File: src/rtl/seg7_pkg.sv
// Shared types and hex glyph table for the multiplexed 7-segment scan controller.
// Glyph bit 0 is segment a through bit 6 is segment g, active-high.
package seg7_pkg;

   typedef logic [3:0] nibble_t;
   typedef logic [6:0] glyph_t;

   localparam glyph_t Glyph0     = 7'h3F;
   localparam glyph_t Glyph1     = 7'h06;
   localparam glyph_t Glyph2     = 7'h5B;
   localparam glyph_t Glyph3     = 7'h4F;
   localparam glyph_t Glyph4     = 7'h66;
   localparam glyph_t Glyph5     = 7'h6D;
   localparam glyph_t Glyph6     = 7'h7D;
   localparam glyph_t Glyph7     = 7'h07;
   localparam glyph_t Glyph8     = 7'h7F;
   localparam glyph_t Glyph9     = 7'h6F;
   localparam glyph_t GlyphA     = 7'h77;
   localparam glyph_t GlyphB     = 7'h7C;
   localparam glyph_t GlyphC     = 7'h39;
   localparam glyph_t GlyphD     = 7'h5E;
   localparam glyph_t GlyphE     = 7'h79;
   localparam glyph_t GlyphF     = 7'h71;
   localparam glyph_t GlyphBlank = 7'h00;

endpackage

File: src/rtl/seg7_hex_dec.sv
// Combinational nibble-to-glyph decoder; output is active-high, polarity is
// applied by the caller after blanking.
module seg7_hex_dec
   import seg7_pkg::*;
(
   input  nibble_t nibble_i,
   output glyph_t  glyph_o
);

   always_comb begin
      glyph_o = GlyphBlank;
      unique case (nibble_i)
         4'h0: glyph_o = Glyph0;
         4'h1: glyph_o = Glyph1;
         4'h2: glyph_o = Glyph2;
         4'h3: glyph_o = Glyph3;
         4'h4: glyph_o = Glyph4;
         4'h5: glyph_o = Glyph5;
         4'h6: glyph_o = Glyph6;
         4'h7: glyph_o = Glyph7;
         4'h8: glyph_o = Glyph8;
         4'h9: glyph_o = Glyph9;
         4'hA: glyph_o = GlyphA;
         4'hB: glyph_o = GlyphB;
         4'hC: glyph_o = GlyphC;
         4'hD: glyph_o = GlyphD;
         4'hE: glyph_o = GlyphE;
         4'hF: glyph_o = GlyphF;
      endcase
   end

endmodule

File: src/rtl/seg7_scan_ctrl.sv
// Multiplexed 7-segment scan controller with frame-synchronous update handshake and
// PWM brightness. Define SEG7_LZB_EN to enable leading-zero blanking.
module seg7_scan_ctrl
   import seg7_pkg::*;
#(
   parameter int unsigned DIS_NUM     = 4,
   parameter int unsigned MLT_CNT     = 10,
   parameter int unsigned BRIGHT_W    = 3,
   parameter bit          SEG_ACT_LOW = 1'b0,
   parameter bit          SEL_ACT_LOW = 1'b0
) (
   input  logic                  i_clk,
   input  logic                  i_rst,
   input  logic [DIS_NUM*4-1:0]  i_bcd_data,
   input  logic [DIS_NUM-1:0]    i_dp,
   input  logic [BRIGHT_W-1:0]   i_bright,
   input  logic                  i_load,
   output logic                  o_ready,
   output logic [6:0]            o_segments,
   output logic                  o_dp,
   output logic [DIS_NUM-1:0]    o_segments_sel,
   output logic                  o_frame_done
);

   localparam int unsigned SlotW = $clog2(MLT_CNT);
   localparam int unsigned DigW  = (DIS_NUM > 1) ? $clog2(DIS_NUM) : 1;

   localparam logic [SlotW-1:0]   SlotLast = SlotW'(MLT_CNT - 1);
   localparam logic [DigW-1:0]    DigLast  = DigW'(DIS_NUM - 1);
   localparam glyph_t             SegIdle  = {7{SEG_ACT_LOW}};
   localparam logic [DIS_NUM-1:0] SelIdle  = {DIS_NUM{SEL_ACT_LOW}};

   logic [SlotW-1:0]     slot_q;
   logic [DigW-1:0]      digit_q;
   logic [BRIGHT_W-1:0]  pwm_q;

   logic [DIS_NUM*4-1:0] data_act_q, data_shd_q;
   logic [DIS_NUM-1:0]   dp_act_q, dp_shd_q;
   logic [BRIGHT_W-1:0]  bright_act_q, bright_shd_q;
   logic                 pending_q;

   glyph_t               seg_q;
   logic                 dp_q;
   logic [DIS_NUM-1:0]   sel_q;
   logic                 frame_done_q;

   logic                 slot_wrap;
   logic                 frame_end;
   logic                 capture;

   assign slot_wrap = (slot_q == SlotLast);
   assign frame_end = slot_wrap && (digit_q == DigLast);
   assign capture   = i_load && !pending_q;

   // Scan timing: slot counter, digit index and free-running PWM counter
   always_ff @(posedge i_clk or negedge i_rst) begin
      if (!i_rst) begin
         slot_q  <= '0;
         digit_q <= '0;
         pwm_q   <= '0;
      end else begin
         pwm_q <= pwm_q + 1'b1;
         if (slot_wrap) begin
            slot_q  <= '0;
            digit_q <= (digit_q == DigLast) ? '0 : digit_q + 1'b1;
         end else begin
            slot_q <= slot_q + 1'b1;
         end
      end
   end

   // Capture needs !pending and copy needs pending, so the two never collide; a
   // capture on the frame-end cycle simply waits for the next boundary.
   always_ff @(posedge i_clk or negedge i_rst) begin
      if (!i_rst) begin
         pending_q    <= 1'b0;
         data_shd_q   <= '0;
         dp_shd_q     <= '0;
         bright_shd_q <= '1;
         data_act_q   <= '0;
         dp_act_q     <= '0;
         bright_act_q <= '1;
      end else if (frame_end && pending_q) begin
         data_act_q   <= data_shd_q;
         dp_act_q     <= dp_shd_q;
         bright_act_q <= bright_shd_q;
         pending_q    <= 1'b0;
      end else if (capture) begin
         data_shd_q   <= i_bcd_data;
         dp_shd_q     <= i_dp;
         bright_shd_q <= i_bright;
         pending_q    <= 1'b1;
      end
   end

   nibble_t            cur_nib;
   logic               cur_dp;
   logic [DIS_NUM-1:0] sel_oh;
   logic               lit;
   glyph_t             dec_glyph;

   always_comb begin
      cur_nib = '0;
      cur_dp  = 1'b0;
      sel_oh  = '0;
      for (int k = 0; k < int'(DIS_NUM); k++) begin
         if (digit_q == DigW'(k)) begin
            cur_nib   = data_act_q[k*4 +: 4];
            cur_dp    = dp_act_q[k];
            sel_oh[k] = 1'b1;
         end
      end
   end

   // All-ones brightness is always on; otherwise lit for the first `bright` PWM steps
   assign lit = (&bright_act_q) || (pwm_q < bright_act_q);

   seg7_hex_dec u_hex_dec (
      .nibble_i (cur_nib),
      .glyph_o  (dec_glyph)
   );

`ifdef SEG7_LZB_EN
   logic [DIS_NUM-1:0] lead_zero;
   logic               lz_run;

   // lead_zero[k]: nibble k and all above are zero with no dp set; digit 0 stays lit
   always_comb begin
      lead_zero = '0;
      lz_run    = 1'b1;
      for (int k = int'(DIS_NUM) - 1; k >= 1; k--) begin
         lz_run       = lz_run && (data_act_q[k*4 +: 4] == 4'h0) && !dp_act_q[k];
         lead_zero[k] = lz_run;
      end
   end
`endif

   glyph_t             seg_d;
   logic               dp_d;
   logic [DIS_NUM-1:0] sel_d;

   always_comb begin
      seg_d = lit ? dec_glyph : GlyphBlank;
      dp_d  = lit && cur_dp;
      sel_d = lit ? sel_oh : '0;
`ifdef SEG7_LZB_EN
      if (|(lead_zero & sel_oh)) begin
         seg_d = GlyphBlank;
      end
`endif
   end

   always_ff @(posedge i_clk or negedge i_rst) begin
      if (!i_rst) begin
         seg_q        <= SegIdle;
         dp_q         <= SEG_ACT_LOW;
         sel_q        <= SelIdle;
         frame_done_q <= 1'b0;
      end else begin
         seg_q        <= seg_d ^ SegIdle;
         dp_q         <= dp_d ^ SEG_ACT_LOW;
         sel_q        <= sel_d ^ SelIdle;
         frame_done_q <= frame_end;
      end
   end

   assign o_ready        = !pending_q;
   assign o_segments     = seg_q;
   assign o_dp           = dp_q;
   assign o_segments_sel = sel_q;
   assign o_frame_done   = frame_done_q;

endmodule

File: config.mk
export PLATFORM = sky130hd
export DESIGN_NAME = seg7_scan_ctrl
export DESIGN_NICKNAME = d
export VERILOG_FILES = /design/src/rtl/seg7_pkg.sv /design/src/rtl/seg7_hex_dec.sv /design/src/rtl/seg7_scan_ctrl.sv
export SDC_FILE = /design/constraint.sdc
export NUM_CORES = 1
export LEC_CHECK = 0
export CAP_MARGIN = 20
export CORE_MARGIN = 1.5
export CORE_UTILIZATION = 50
export CTS_BUF_LIST = sky130_fd_sc_hd__clkbuf_8
export CTS_CLUSTER_DIAMETER = 40
export DETAILED_ROUTE_END_ITERATION = 12
export PLACE_DENSITY = 0.83
export SLEW_MARGIN = 25
export SYNTH_ARGS = -nofsm -noshare
export SYNTH_HDL_FRONTEND = slang
export SYNTH_SLANG_ARGS = --single-unit
File: constraint.sdc
create_clock -name i_clk -period 2 [get_ports i_clk]
set_input_delay 0.3 -clock i_clk [delete_from_list [all_inputs] [get_ports i_clk]]
set_output_delay 0.3 -clock i_clk [all_outputs]
set_load 0.01 [all_outputs]
==> results by group, run 1 <==
Outcome
  – Status: finished, violations left
  – Failing checks: negative setup slack

Timing
  – Final setup fails: 4
  – Pins over their slew limit: 0
  – Fin Setup TNS: -0.0771 ns
  – Clock Skew: 0.00860 ns
  – Rel. slew slack: 47.1%
  – Fin. Hold Viols: 0
  – Max Fclk: 0.491 GHz
  – Unrepaired setup endpoints after global routing: true
  – Final setup margin: -0.0357 ns
  – Fin crit share: 102%
  – Final Critical Period: 2.04 ns
  – Worst-Margin Slew: 0.794 ns

Routing
  – Initial DRC Count: 67
  – Routed length per placed instance: 16.4 µm
  – Antenna-violating nets left: 0
  – DR pass1 iterations: 4
  – Via/cell ratio: 5.30
  – Drt total wl: 6050 µm
  – Via count: 1956
  – Residual DRC count: 0

Logic synthesis
  – Synth area leader: dfrtp_1
  – Syn nets: 267
  – Mapped Area: 3170 µm²
  – Async set or reset register ratio after synthesis: 100%
  – Post-synth EDFFs: 0
  – Dominant synthesized flop cell: dfrtp_1
  – Mapped Cells: 228
  – Flops & latches, synth: 69
  – Avg Synthesized Cell Area: 13.9 µm²
  – Ys Warns: 0
  – Synth cell types: 51
  – Area contributors post-synth: dfrtp_1 (50%), mux2_2 (9.6%), mux2_4 (9.0%)
  – Yosys top cell area share: 49.7%
  – Sequential fraction of the synthesis area: 54.7%

Global routing
  – Vias in the first global route: 2026
  – Gr usage total: 19.6%
  – M2 GR Usage: 31.8%
  – Grt ovf: 0
  – Met1 global-route usage: 23.7%
  – First-pass GRT wire length: 9690 µm
  – Antenna violations before repair: 0
  – M3 GR Usage: 6.59%
  – Gr busiest metal: met2
  – Largest net degree at the start of global routing: 37

Die
  – Die Y: 82.6 µm
  – Initial Util: 52.6%
  – Die area: 6830 µm²
  – Io pins: 40
  – Horiz. Die Dim: 82.6 µm
  – Core outline area: 6030 µm²
  – Standard-cell rows: 28

Setup path
  – Critical R2R Launch: digit_q[0]
  – Crit path DAT: 2.25 ns
  – Critical path capture point type: flop
  – Worst setup path endpoint: o_segments[2]
  – Critical path class: flop to flop
  – Register-to-register path setup slack: -0.04 ns
  – Critical path required time: 2.21 ns
  – Crit-path max FO: 6
  – Crit path launch: digit_q[0]
  – Startpoint types: flop
  – R2R Path End: o_segments[2]
  – R2r worst-path depth: 9

Cells and area
  – Antenna diodes: 0
  – Design area: 4150 µm²
  – Multi-input gate area: 1480 µm²
  – Proportion of layout cells with a drive suffix above 1: 42.9%
  – Fillers: 431
  – FF/Latch Area: 1740 µm²
  – Layout area overhead: 30.8%
  – Layout Cells excl Fill: 369
  – Final nets: 328

Power
  – Leak: 1.84 nW
  – Net switching power figure: 864 µW
  – VDD IR-drop max: 0.000553 V
  – Sequential Power Share: 46.4%
  – Cell Int Power: 2.77 mW
  – Total power: 3.63 mW
  – Switch share: 23.8%
  – Combinational share of power: 17.6%
  – Clk network pwr share: 36.1%
  – Pwr dens: 876 nW/µm²

CTS
  – CTS tree: yes
  – Root Driver: clkbuf_8
  – Clock slew at reported path FFs: 0.07 ns
  – Clock sinks: 69
  – CTS Buf Count: 9
  – Worst-Skew Late Latency: 0.34 ns
  – H-tree levels: 3
  – CTS max path bufs: 2

Placement
  – Inst Count DP: 347
  – GP Congestion: 0.826
  – Post-place setup slack: -0.187 ns
  – HPWL after detailed placement: 4020 µm
  – Dpl cell area: 3710 µm²
  – Port buffer count: 39

Worst hold path
  – Worst hold path type: primary input to async pin

Job
  – Max Cap Viol: 0
area by class of cell:
cell class / count / share of cell area, %
multi-input combinational: 138 / 35.6
sequential: 69 / 41.9
clock inverter: 4 / 1.72
inverter: 12 / 1.33
clock buffer: 12 / 3.98
tap: 75 / 2.26
timing repair buffer: 59 / 13.2
metal layers:
metal  vias to the layer above  routed length, µm
li1                        923                  -
met1                       966               2610
met2                        50               3060
met3                        17                241
met4                         0                149
met5                         -                  0
Yosys cell counts, types with 2 or more instances:
| cell | count |
|---|---|
| ha_1 | 13 |
| nand2_1 | 12 |
| a221oi_1 | 3 |
| mux2_4 | 19 |
| mux2i_1 | 2 |
| dfstp_2 | 6 |
| nand3b_1 | 3 |
| nor2b_1 | 5 |
| buf_6 | 5 |
| inv_1 | 11 |
| a21oi_1 | 2 |
| dfrtp_1 | 63 |
| and2_1 | 3 |
| nor2_1 | 6 |
| o211ai_1 | 2 |
| buf_2 | 2 |
| o21ai_0 | 4 |
| nor3b_1 | 2 |
| nand3_1 | 2 |
| o21ai_1 | 2 |
| nand2b_1 | 5 |
| mux2_2 | 27 |
per-stage QoR:
| stage | util (%) | hold WS [ns] |
|---|---|---|
| final | 68.8 | 0.0333 |
| after global routing | 68.8 | 0.0739 |
| after CTS | 67.3 | 0.0501 |
| after detailed placement | 61.5 | 0.429 |
| after global placement | 61.5 | 0.420 |
| after floorplan | - | 0.00441 |
critical path, cell delays in order (launching register included):
cell	delay, ns
dfrtp_2	0.47
inv_4	0.11
ha_4	0.15
nand2_1	0.05
o211ai_1	0.24
o211a_4	0.27
buf_4	0.12
ha_1	0.12
nor2b_1	0.26
a221oi_2	0.10
worst min-delay path by stage:
stage	from	end	slack, ns	cells after the start
finish	i_rst	pwm_q[1]	0.03	1
global route	i_rst	pwm_q[1]	0.07	1
CTS	i_rst	pwm_q[1]	0.05	1
detailed placement	i_rst	pwm_q[1]	0.43	1
global placement	i_rst	pwm_q[2]	0.42	1
floorplan	i_rst	data_act_q[0]	0.004	0
state kept, by name, summed over array words and instances (netlist names), 4 cells and up:
signal / cells
data_act_q: 16
data_shd_q: 16
dp_act_q: 4
dp_shd_q: 4
o_segments: 7
o_segments_sel: 4
slot_q: 4
power by group through the flow:
stage | Clock, mW | Sequential, mW | Combinational [mW]
2_1_floorplan | 0 | 1.70 | 0.308
6_report | 1.31 | 1.68 | 0.638
4_1_cts | 1.35 | 1.68 | 0.586
3_3_place_gp | 0 | 1.70 | 0.536
3_5_place_dp | 0 | 1.71 | 0.554
5_1_grt | 1.42 | 1.70 | 0.694
kinds of logic after synthesis:
family | Yosys count | share of synthesized area, %
AOI/OAI and AO/OA | 29 | 8.02
xor gates and xnor gates | 2 | 0.553
adders and majority gates | 13 | 5.13
buffers and inverters | 21 | 3.87
DFF | 69 | 54.7
muxes | 48 | 19.2
and+or+nand+nor | 46 | 8.49
cells in the final DEF, fill, tap and decap left out, drive strengths merged, types with 3 or more instances in the layout:
cell type / count
inv: 13
dfrtp: 63
ha: 13
nand2b: 5
o21ai: 6
dfstp: 6
nor2b: 5
nor3b: 3
clkbuf: 12
clkdlybuf4s50: 38
nor2: 7
buf: 21
nand2: 14
nand3b: 3
and2: 5
mux2: 46
a221oi: 4
what timing repair did:
action	4_1_cts	5_1_grt
resized for setup	25	13
hold buffers	0	0
pin swaps	7	6
setup endpoints to repair	7	7
buffers inserted	1	5
(Power assumes the default switching activity.)
==> run 2, diff against run 1 <==
--- a/config.mk
+++ b/config.mk
@@ -15,4 +15,5 @@
 export SLEW_MARGIN = 25
 export SYNTH_ARGS = -nofsm -noshare
 export SYNTH_HDL_FRONTEND = slang
+export SYNTH_HIERARCHICAL = 1
 export SYNTH_SLANG_ARGS = --single-unit
==> run 2 against run 1 <==
- the flow still finishes with violations (negative setup slack)
- critical endpoint is now o_segments[3]
- clock skew barely moved
- sequential power barely moved
- total power fell by 9.0%
- largest cell class unchanged
- largest power group unchanged
- clock power fell by 20%
==> results by group, run 2 <==
Logic synthesis
  – Xor/xnor share of the synthesized area: 0.547%
  – Synth area leader: dfrtp_1
  – Mapped Area: 3200 µm²
  – Multiplexer share of the synthesized area: 21.9%
  – Mapped Cells: 233
  – Most frequent cell after synthesis: dfrtp_1
  – Synth cell count leaders: dfrtp_1 (63), mux2_2 (31), mux2_4 (19)
  – Area contributors post-synth: dfrtp_1 (49%), mux2_2 (11%), mux2_4 (8.9%)
  – Flops & latches, synth: 69
  – Sequential fraction of the synthesis area: 54.1%
  – Compound-cell area share of the yosys netlist: 8.08%
  – Adder-Cell Fraction of Synth Area: 5.47%
  – Synth cell types: 36
  – Ys Warns: 6
  – Dominant synthesized flop cell: dfrtp_1
  – Yosys top cell area share: 49.2%
  – Syn nets: 273
  – Largest family of logic cells by synthesized area: multiplexers
  – Avg Synthesized Cell Area: 13.8 µm²
  – Simple-gate portion of the synthesized area: 5.27%
  – Post-synth EDFFs: 0
  – Async set or reset register ratio after synthesis: 100%

Cells and area
  – Layout Cells excl Fill: 375
  – Design area: 4190 µm²
  – Most frequent cells in the layout: dfrtp_1 (62), clkdlybuf4s50_1 (38), mux2_2 (30), mux2_4 (20), buf_4 (17)
  – Layout area overhead: 30.8%
  – Commonest non-fill, non-tap cell in the layout: dfrtp_1
  – Final nets: 335
  – Finished Core Util: 69.2%
  – Proportion of layout cells with a drive suffix above 1: 41.7%
  – Antenna diodes: 0

Global routing
  – Vias in the first global route: 2104
  – Gr busiest metal: met2
  – Grt ovf: 0
  – First-pass GRT wire length: 10300 µm
  – M3 GR Usage: 5.17%
  – Largest net degree at the start of global routing: 29
  – Gr usage total: 19.2%
  – M2 GR Usage: 32.7%
  – Antenna violations before repair: 0
  – Met1 global-route usage: 23.0%

Setup path
  – Critical path required time: 2.22 ns
  – Crit-path max FO: 4
  – Slowest cell on the critical path: dfrtp_2
  – Critical path class: flop to flop
  – Max incr delay on CP: 0.45 ns
  – Crit path DAT: 2.60 ns
  – Cells along the critical path: inv_2, ha_4, nor2b_4, a221oi_2, o31ai_4, inv_2, ha_4, mux4_2, a21boi_2
  – Worst path bufs/invs: 2
  – Critical path capture point type: flop
  – Critical path's top delay family: compound AO/OA/AOI/OAI gates
  – Startpoint types: flop

Timing
  – Fin. Hold Viols: 0
  – Pins over their slew limit: 0
  – Final Critical Period: 2.38 ns
  – Fin Setup TNS: -1.91 ns
  – Clock Skew: 0.00886 ns
  – Fin crit share: 119%
  – Min Hold Slack: 0.437 ns
  – Unrepaired setup endpoints after global routing: true
  – Worst-Margin Slew: 0.487 ns
  – Final setup fails: 7
  – Max Fclk: 0.421 GHz
  – Rel. slew slack: 67.5%
  – Final setup margin: -0.375 ns

CTS
  – Clock sinks: 69
  – CTS max path bufs: 2
  – Root Driver: clkbuf_8
  – H-tree levels: 3
  – CTS tree: yes
  – Clock slew at reported path FFs: 0.08 ns
  – Worst-Skew Late Latency: 0.35 ns
  – CTS Buf Count: 9

Power
  – Pwr dens: 788 nW/µm²
  – Total power: 3.30 mW
  – VDD IR-drop max: 0.000540 V
  – Leak: 1.84 nW

Die
  – Die Y: 83.1 µm
  – Initial Util: 52.9%
  – Horiz. Die Dim: 83.1 µm
  – Die area: 6900 µm²
  – Io pins: 40
  – Standard-cell rows: 28
  – Core outline area: 6060 µm²

Routing
  – Via/cell ratio: 5.27
  – Antenna-violating nets left: 0
  – Via count: 1978
  – Residual DRC count: 0
  – Drt total wl: 5960 µm
  – Initial DRC Count: 69
  – Routed length per placed instance: 15.9 µm
  – DR pass1 iterations: 5

Placement
  – GP Congestion: 0.806
  – Post-place setup slack: -0.385 ns
  – Dpl cell area: 3870 µm²
  – Inst Count DP: 353
  – HPWL after detailed placement: 4030 µm
  – Port buffer count: 39

Outcome
  – Status: finished, violations left
  – Failing checks: negative setup slack

Job
  – Max Cap Viol: 0

Worst hold path
  – Worst hold path type: primary input to async pin
[run 2: repair_timing]
item | 4_1_cts | 5_1_grt
endpoints found under the setup margin | 7 | 7
pin swaps | 3 | 4
hold endpoints to repair | 20 | 0
gates resized for setup | 13 | 9
gates cloned | 1 | 0
hold buffers | 1 | 0
setup buffers | 4 | 1
[run 2: area by class of cell]
cell class / instances / area, µm²
clock inverter: 5 / 35.0
fill: 432 / 1870
timing repair buffer: 63 / 626
sequential: 69 / 1740
multi-input combinational: 138 / 1500
inverter: 14 / 52.6
clock buffer: 11 / 151
tap: 75 / 93.8
[run 2: cell families (layout without fill, tap and decap cells)]
| kind of cell | count (synthesis) | count (layout) |
|---|---|---|
| AOI/OAI and AO/OA | 37 | 37 |
| xor gates and xnor gates | 2 | 2 |
| adders and majority gates | 14 | 14 |
| buffers and inverters | 26 | 93 |
| DFF | 69 | 69 |
| muxes | 55 | 55 |
| and+or+nand+nor | 30 | 30 |
[run 2: routing by layer]
| layer | up-vias | share of wire (%) | routed length, µm |
|---|---|---|---|
| met2 | 45 | 52 | 3080 |
| met4 | 0 | 2.0 | 120 |
| li1 | 935 | - | - |
| met3 | 14 | 3.2 | 190 |
| met5 | - | 0 | 0 |
| met1 | 984 | 43 | 2570 |
[run 2: where the power goes]
part	internal, mW	leakage, nW	switching [mW]
sequential	1.57	0.828	0.0980
clock	0.517	0.0953	0.532
combinational	0.371	0.917	0.215
[run 2: final timing paths]
check | startpoint | endpoint | slack, ns | depth (start not counted)
max reg2reg | digit_q[0] | o_segments[3] | -0.38 | 9
max | digit_q[0] | o_segments[3] | -0.38 | 9
min reg2reg | pwm_q[2] | pwm_q[2] | 0.47 | 1
max in group asynchronous | i_rst | data_shd_q[12] | 0.85 | 4
min in group i_clk | pwm_q[2] | pwm_q[2] | 0.47 | 1
min | i_rst | pwm_q[1] | 0.44 | 2
==> run 3, diff against run 2 <==
--- a/config.mk
+++ b/config.mk
@@ -11,6 +11,7 @@
 export CTS_BUF_LIST = sky130_fd_sc_hd__clkbuf_8
 export CTS_CLUSTER_DIAMETER = 40
 export DETAILED_ROUTE_END_ITERATION = 12
+export GPL_TIMING_DRIVEN = 0
 export PLACE_DENSITY = 0.83
 export SLEW_MARGIN = 25
 export SYNTH_ARGS = -nofsm -noshare
==> run 3 against run 2 <==
- the run still ends with negative setup slack left
- register-to-register slack lost 0.06 ns
- hold slack got worse by 0.018 ns
- sequential cell count unchanged
- design area increased by 0.42%
- combinational power fell by 3%
- cell count rose by 0.80%
- clock skew shrank 0.0036 ns
- via count up 0.66%
- count of clock-buffer cells in the layout down 2
- fmax down 2.4%
- clock power increased by 29%
- critical path type unchanged
- critical endpoint unchanged
==> results by group, run 3 (synthesis gave the netlist of run 2 again) <==
Setup path
  – Critical path capture point type: flop
  – Crit-path max FO: 4
  – Critical path required time: 2.21 ns
  – Critical R2R Launch: digit_q[0]
  – Critical path class: flop to flop
  – Crit path DAT: 2.64 ns
  – R2R Path End: o_segments[3]
  – R2r worst-path depth: 9
  – Startpoint types: flop
  – Crit path launch: digit_q[0]
  – Worst setup path endpoint: o_segments[3]
  – Register-to-register path setup slack: -0.43 ns

Routing
  – Antenna-violating nets left: 0
  – Routed length per placed instance: 15.6 µm
  – Initial DRC Count: 74
  – Drt total wl: 5880 µm
  – Residual DRC count: 0
  – Via count: 1991
  – Via/cell ratio: 5.27
  – DR pass1 iterations: 4

Global routing
  – M3 GR Usage: 6.36%
  – First-pass GRT wire length: 10300 µm
  – Vias in the first global route: 2124
  – Antenna violations before repair: 0
  – Largest net degree at the start of global routing: 41
  – Gr usage total: 19.0%
  – M2 GR Usage: 32.5%
  – Gr busiest metal: met2
  – Met1 global-route usage: 22.4%
  – Grt ovf: 0

Power
  – VDD IR-drop max: 0.000668 V
  – Pwr dens: 850 nW/µm²
  – Total power: 3.58 mW
  – Leak: 1.85 nW

Placement
  – HPWL after detailed placement: 3950 µm
  – Dpl cell area: 3820 µm²
  – Port buffer count: 39
  – GP Congestion: 0.807

CTS
  – CTS Buf Count: 9
  – Clock slew at reported path FFs: 0.07 ns
  – Clock sinks: 69
  – CTS max path bufs: 2
  – CTS tree: yes
  – Root Driver: clkbuf_8
  – Worst-Skew Late Latency: 0.34 ns
  – H-tree levels: 3

Timing
  – Worst-Margin Slew: 0.390 ns
  – Unrepaired setup endpoints after global routing: true
  – Final setup fails: 7
  – Clock Skew: 0.00524 ns
  – Max Fclk: 0.411 GHz
  – Fin. Hold Viols: 0
  – Min Hold Slack: 0.419 ns
  – Final Critical Period: 2.43 ns
  – Fin crit share: 122%
  – Rel. slew slack: 74.0%
  – Pins over their slew limit: 0
  – Final setup margin: -0.435 ns

Cells and area
  – Commonest non-fill, non-tap cell in the layout: dfrtp_1
  – Antenna diodes: 0
  – Design area: 4210 µm²
  – Proportion of layout cells with a drive suffix above 1: 40.6%
  – Layout area overhead: 31.4%
  – Final nets: 338
  – Most frequent cells in the layout: dfrtp_1 (62), clkdlybuf4s50_1 (38), mux2_2 (31), mux2_4 (19), buf_4 (15)

Worst hold path
  – Worst hold path type: primary input to async pin

Die
  – Io pins: 40
  – Initial Util: 52.9%
  – Die Y: 83.1 µm
  – Standard-cell rows: 28
  – Core outline area: 6060 µm²
  – Horiz. Die Dim: 83.1 µm
  – Die area: 6900 µm²

Outcome
  – Status: finished, violations left
  – Failing checks: negative setup slack

Job
  – Max Cap Viol: 0
==> run 3: changes by cell type in the layout (fill, tap and decap cells not counted), moves of 2 or more <==
cell       previous run  this run
bufinv_16             0         3
clkbuf_1              0         3
buf_4                17        15
clkbuf_8             11         9
==> run 3: report_power, final <==
| group | switching, mW | total [mW] | leakage, nW | internal (mW) |
|---|---|---|---|---|
| Sequential | 0.0874 | 1.66 | 0.828 | 1.57 |
| Clock | 0.527 | 1.35 | 0.123 | 0.823 |
| Combinational | 0.212 | 0.570 | 0.904 | 0.358 |
| Total | 0.826 | 3.58 | 1.85 | 2.75 |
==> run 3: critical path: stages, from the launching register on <==
cell      delay [ns]
dfrtp_2         0.45
inv_2           0.10
ha_4            0.13
nor2b_4         0.22
a221oi_2        0.11
o31ai_4         0.29
inv_2           0.12
ha_4            0.26
mux4_2          0.46
a21boi_1        0.15
==> run 3: worst min path at each step <==
stage / endpoint / slack [ns] / cells past startpoint
CTS: o_segments[6] / 0.42 / 2
finish: pwm_q[2] / 0.42 / 2
floorplan: data_act_q[0] / 0.004 / 0
detailed placement: pwm_q[2] / 0.25 / 1
global placement: pwm_q[0] / 0.46 / 1
global route: pwm_q[2] / 0.45 / 2
==> run 3: final cells by class <==
cell class	count	area (µm²)
fill	445	1850
sequential	69	1740
multi-input combinational	138	1460
timing repair buffer	55	527
clock buffer	9	124
clock inverter	7	114
buffer	11	98.8
tap	75	93.8
inverter	14	52.6
==> run 3: repair_timing <==
action                                  4_1_cts  5_1_grt
hold buffers                                  1        0
setup buffers                                12        2
endpoints found under the setup margin        7        7
hold endpoints to repair                     29        0
gates resized for setup                      13        3
pin swaps                                     5        2
==> run 3: metrics by stage <==
step	instances	worst slack, ns	util [%]	setup TNS [ns]
after floorplan	233	-0.267	-	-0.857
after global placement	347	-1.52	62.7	-102.65
after detailed placement	348	-0.559	63.0	-2.92
after CTS	377	-0.455	69.3	-2.61
after global routing	378	-0.547	69.4	-3.37
final	378	-0.435	69.4	-2.41
==> run 3: per-layer routing <==
metal,vias to the layer above,routed length (µm)
li1,952,-
met1,983,2570
met2,48,2960
met3,8,254
met4,0,95
met5,-,0
